### config.mk
export PLATFORM = sky130hd
export DESIGN_NAME = ddr3_user_master
export DESIGN_NICKNAME = d
export VERILOG_FILES = /design/src/rtl/ddr3_user_master.sv
export SDC_FILE = /design/constraint.sdc
export NUM_CORES = 1
export LEC_CHECK = 0
export CAP_MARGIN = 20
export CORE_AREA = 10 10 246 248
export DETAILED_ROUTE_END_ITERATION = 12
export DIE_AREA = 0 0 256 258
export PLACE_DENSITY = 0.54
export SYNTH_ARGS = -nofsm -noshare
export SYNTH_HDL_FRONTEND = slang
export SYNTH_SLANG_ARGS = --single-unit
export TNS_END_PERCENT = 20
### constraint.sdc
create_clock -name clk -period 5.05 [get_ports clk]
set_input_delay 1.2625 -clock clk [delete_from_list [all_inputs] [get_ports clk]]
set_output_delay 1.2625 -clock clk [all_outputs]
set_load 0.05 [all_outputs]
### src/rtl/ddr3_user_master.sv
// User-side request/response master for a DDR3 controller with split read/write ports.
// Runs in a single direction (read or write) at a time so responses stay in request order.
module ddr3_user_master #(
  parameter int MAX_OUT = 8
) (
  input  logic         clk,
  input  logic         reset_n,
  input  logic         cal_done,
  input  logic         cal_pass,
  input  logic         req_valid,
  output logic         req_ready,
  input  logic         req_write,
  input  logic [31:0]  req_addr,
  input  logic [127:0] req_wdata,
  input  logic [15:0]  req_wmask,
  output logic         rsp_valid,
  input  logic         rsp_ready,
  output logic         rsp_write,
  output logic [127:0] rsp_rdata,
  output logic         rd_addr_en,
  output logic [31:0]  rd_addr,
  input  logic         rd_busy,
  input  logic         rd_valid,
  input  logic [127:0] rd_data,
  output logic         rd_en,
  output logic         wr_en,
  output logic         wr_addr_en,
  output logic [31:0]  wr_addr,
  output logic [127:0] wr_data,
  output logic [15:0]  wr_datamask,
  input  logic         wr_busy,
  input  logic         wr_ack
);

  typedef enum logic [1:0] {
    ST_CAL  = 2'd0,
    ST_IDLE = 2'd1,
    ST_RD   = 2'd2,
    ST_WR   = 2'd3
  } state_t;

  localparam logic [3:0] MAX_OUT_C = 4'(MAX_OUT);

  state_t     state_r;
  state_t     state_s;
  logic [3:0] out_cnt_r;
  logic [3:0] ack_cnt_r;
  logic       type_ok_s;
  logic       busy_s;
  logic       accept_s;
  logic       slot_free_s;
  logic       wr_load_s;
  logic       rsp_take_s;
  logic       ack_inc_s;
  logic       addr_unused_s;

  // The low address nibble selects a byte within a 128-bit word and is dropped.
  assign addr_unused_s = ^req_addr[3:0];

  // Request acceptance, read-data pop and response-load qualifiers.
  always_comb begin
    type_ok_s = 1'b0;
    case (state_r)
      ST_IDLE: type_ok_s = 1'b1;
      ST_RD:   type_ok_s = ~req_write;
      ST_WR:   type_ok_s = req_write;
      default: type_ok_s = 1'b0;
    endcase
    busy_s      = req_write ? wr_busy : rd_busy;
    req_ready   = (state_r != ST_CAL) & (out_cnt_r < MAX_OUT_C) & type_ok_s & ~busy_s;
    accept_s    = req_valid & req_ready;
    slot_free_s = ~rsp_valid | rsp_ready;
    rd_en       = rd_valid & slot_free_s & (state_r == ST_RD);
    wr_load_s   = (ack_cnt_r != 4'd0) & (state_r == ST_WR) & slot_free_s;
    rsp_take_s  = rsp_valid & rsp_ready;
    ack_inc_s   = wr_ack & (state_r == ST_WR);
  end

  // Next-state: leave a direction only once every outstanding response is taken.
  always_comb begin
    state_s = state_r;
    case (state_r)
      ST_CAL: begin
        if (cal_done & cal_pass) begin
          state_s = ST_IDLE;
        end else begin
          state_s = ST_CAL;
        end
      end
      ST_IDLE: begin
        if (accept_s) begin
          state_s = req_write ? ST_WR : ST_RD;
        end else begin
          state_s = ST_IDLE;
        end
      end
      ST_RD, ST_WR: begin
        if (~accept_s & (out_cnt_r == 4'd0)) begin
          state_s = ST_IDLE;
        end else begin
          state_s = state_r;
        end
      end
      default: state_s = ST_CAL;
    endcase
  end

  // State register and in-flight / pending-acknowledge counters.
  always_ff @(posedge clk or negedge reset_n) begin
    if (!reset_n) begin
      state_r   <= ST_CAL;
      out_cnt_r <= 4'd0;
      ack_cnt_r <= 4'd0;
    end else begin
      state_r <= state_s;
      case ({accept_s, rsp_take_s})
        2'b10:   out_cnt_r <= out_cnt_r + 4'd1;
        2'b01:   out_cnt_r <= out_cnt_r - 4'd1;
        default: out_cnt_r <= out_cnt_r;
      endcase
      case ({ack_inc_s, wr_load_s})
        2'b10:   ack_cnt_r <= ack_cnt_r + 4'd1;
        2'b01:   ack_cnt_r <= ack_cnt_r - 4'd1;
        default: ack_cnt_r <= ack_cnt_r;
      endcase
    end
  end

  // Controller command issue, one cycle after the request handshake.
  always_ff @(posedge clk or negedge reset_n) begin
    if (!reset_n) begin
      rd_addr_en  <= 1'b0;
      wr_en       <= 1'b0;
      wr_addr_en  <= 1'b0;
      rd_addr     <= 32'd0;
      wr_addr     <= 32'd0;
      wr_data     <= 128'd0;
      wr_datamask <= 16'd0;
    end else begin
      rd_addr_en <= accept_s & ~req_write;
      wr_en      <= accept_s & req_write;
      wr_addr_en <= accept_s & req_write;
      if (accept_s & ~req_write) begin
        rd_addr <= {4'b0000, req_addr[31:4]};
      end
      if (accept_s & req_write) begin
        wr_addr     <= {4'b0000, req_addr[31:4]};
        wr_data     <= req_wdata;
        wr_datamask <= req_wmask;
      end
    end
  end

  // Response register: read data or write acknowledge, one per cycle.
  always_ff @(posedge clk or negedge reset_n) begin
    if (!reset_n) begin
      rsp_valid <= 1'b0;
      rsp_write <= 1'b0;
      rsp_rdata <= 128'd0;
    end else if (rd_en) begin
      rsp_valid <= 1'b1;
      rsp_write <= 1'b0;
      rsp_rdata <= rd_data;
    end else if (wr_load_s) begin
      rsp_valid <= 1'b1;
      rsp_write <= 1'b1;
    end else if (rsp_take_s) begin
      rsp_valid <= 1'b0;
    end
  end

endmodule

==> impl_results.md <==
* Slew Limit Fails at 0
* Syn_area_per_cell at 16.6 um2
* Multi-input gate area at 4360 um2
* Sequential area share after synthesis at 63.9%
* Final nets at 1782
* Cells after DPL at 2172
* Starting Density at 24.0%
* Share of the synthesized area in the top cell type at 63.9%
* RSZ-0062 raised after global routing: no
* PwrDens at 805 nW/um2
* Clk buf depth at 3
* Die height at 258 um
* Detailed-placement wirelength estimate at 37900 um
* IO Pins at 658
* Worst skew pair latency at 0.54 ns
* Area after DPL at 20600 um2
* Total Wirelength at 49600 um
* Final Critical Period at 4.01 ns
* CTS tree: built
* Worst r2r path cells at 8
* Final Hold Fails at 0
* DR vias at 9458
* Hold EP: wr_data[58]$_DFFE_PN0P_
* Final setup margin at 1.04 ns
* Maxcap violations at 0
* H-tree Lvls at 2
* Hold Path Class: reg -> reg
* Buffers on Ports at 645
* First-pass GRT wire length at 72500 um
* Setup-failing EPs final at 0
* Area grow syn2layout at 64.4%
* Setup_tns at 0 ns
* Vias in the first global route at 10.3k
* Max incr delay on CP at 0.52 ns
* Worst r2r src: ack_cnt_r[0]$_DFFE_PN0P_
* CP max-delay cell: clkdlybuf4s50_1
* Post-CTS Resized at 0
* Clock transition at the registers of the reported paths at 0.05 ns
* TritonCTS buffer count at 42
* Crit path buffers/inverters at 2
* Sinks on Clock Net at 342
* Synth top cells by count: dfrtp_1 (342), mux2_2 (224), a32o_1 (56)
* Status: completed
* Wire length per cell at 22.0 um
* Initial antenna violation count at 7
* Yosys cell types at 49
* CTS root buffer: clkbuf_16
* Crit start category: input pin
* Num rows at 87
* Top cell family by delay on the critical path: buffers and inverters
* Max Clock Skew at 0.0120 ns
* Remaining DRCs at 0
* Total area of sequential cells at 8560 um2
* Drt pass-1 iters at 4
* Yosys reg bits at 342
* Fraction of layout cells with a size suffix above 1 at 24.3%
* Worst slew margin at 39.4%
* EDFF count, synth at 0
* Hold Crit Depth at 1
* Largest area contributor in the netlist: dfrtp_1
* DRT iter0 DRCs at 443
* CP Cell Sequence: clkdlybuf4s50_1, or2_2, o2bb2ai_2, nor2b_1, buf_4
* Most numerous cell in the Yosys netlist: dfrtp_1
* DP Worst Slack at 1.03 ns
* Fraction of registers with async set/reset at 100%
* Most used DFF post-synth: dfrtp_1
* Drt via density at 4.20
* Worst-margin pin slew at 0.910 ns
* Largest net degree at the start of global routing at 124
* Die ar. at 66000 um2
* R2R Path End: ack_cnt_r[3]$_DFFE_PN0P_
* Fin area at 22000 um2
* Placer's final routability congestion estimate at 0.804
* Setup bufs post-CTS at 0
* Die X at 256 um
* Fin crit share at 79.4%
* Final Hold Slack at 0.483 ns
* VDD IR max at 426 uV
* Top post-synthesis cells by area: dfrtp_1 (64%), mux2_2 (19%), mux2_4 (4.9%), a32o_1 (4.2%), buf_4 (1.1%)
* Crit end category: primary output
* HP Start: wr_data[58]$_DFFE_PN0P_
* Final std cells w/o fill at 2251
* Post-Synthesis Cells at 807
* # hold bufs at CTS at 0
* Fill cell count at 5321
* Total grt overflow at 0
* Max FO, Critical Path at 6
* CP required at 3.79 ns
* Core Area at 55700 um2
* Synth warn at 0
* CP Class: in -> out
* Fmax at 249 MHz
* Global Route Usage Sum at 14.4%
* LEAKAGE at 9.10 nW
* Final ANT Viol Nets at 0
* Arrival time worst endpoint at 2.75 ns
* Cell Area, Synth at 13400 um2
* Reg2reg setup slack at 2.50 ns
## per-stage QoR
step	power, mW	utilization [%]
2_1_floorplan	11.0	-
3_3_place_gp	14.7	36.9
3_5_place_dp	14.8	36.9
4_1_cts	18.0	39.5
5_1_grt	18.5	39.5
6_report	17.7	39.5
## kinds of logic (layout without fill, tap and decap cells)
group                      count (synthesis)  count (layout)  share of synthesized area, %
adders and majority gates                  7               7                         0.709
DFF                                      342             342                          63.9
xor gates and xnor gates                   8               8                         0.523
buffers and inverters                     66             743                          3.85
muxes                                    274             274                          24.2
other                                      1              12                        0.0280
and+or+nand+nor                           35              35                          1.67
AOI/OAI and AO/OA                         74              74                          5.13
## metal layers
metal	up-vias	GRT usage (%)	wire [um]
li1	4246	-	-
met1	4815	15.4	18400
met2	338	26.5	26700
met3	53	4.97	3610
met4	6	4.12	872
met5	-	0	39
## registers in the layout, summed over array words and instances (netlist names), 2 cells and up
signal       cells
out_cnt_r        4
rsp_rdata      128
state_r          2
rd_addr         28
wr_datamask     16
ack_cnt_r        4
wr_data        128
wr_addr         28
## worst max-delay path by stage
stage / startpoint / end / cells after the start
finish: req_write / req_ready / 5
global route: req_write / req_ready / 5
CTS: req_write / req_ready / 5
detailed placement: req_write / req_ready / 5
global placement: req_write / req_ready / 5
floorplan: req_write / req_ready / 3
## cells in the final DEF, fill, tap and decap left out, drive strengths merged, types with 2 or more instances in the layout
cell type	n
clkinv	5
mux2	273
nor2	4
a211oi	3
a32o	56
clkbuf	65
xnor2	3
conb	8
nor4	2
ha	6
a21boi	2
nand3	3
nor3	3
inv	9
clkdlybuf4s50	641
buf	19
a21oi	3
nor2b	4
nand2	7
xor2	5
dfrtp	342
diode	4
o21ai	5
bufinv	3
## area by class of cell
class	instances	share of cell area [%]
sequential	342	38.8
inverter	8	0.159
antenna	4	0.0454
multi-input combinational	406	19.8
tap	756	4.29
timing repair buffer	660	30.2
clock inverter	10	0.596
clock buffer	65	6.09
## report_power, final
part | internal (mW) | switching, mW
logic | 3.54 | 6.25
registers | 4.07 | 0.739
clock network | 1.97 | 1.16
## worst reg2reg max path, stage by stage (launching register included)
cell and delay [ns]:
dfrtp_1 0.42, or4_1 0.52, nand3_1 0.12, nor2_1 0.07
ha_1 0.31, ha_1 0.30, a21oi_1 0.23, o21ai_0 0.14
o311ai_0 0.33
(Power assumes the default switching activity.)
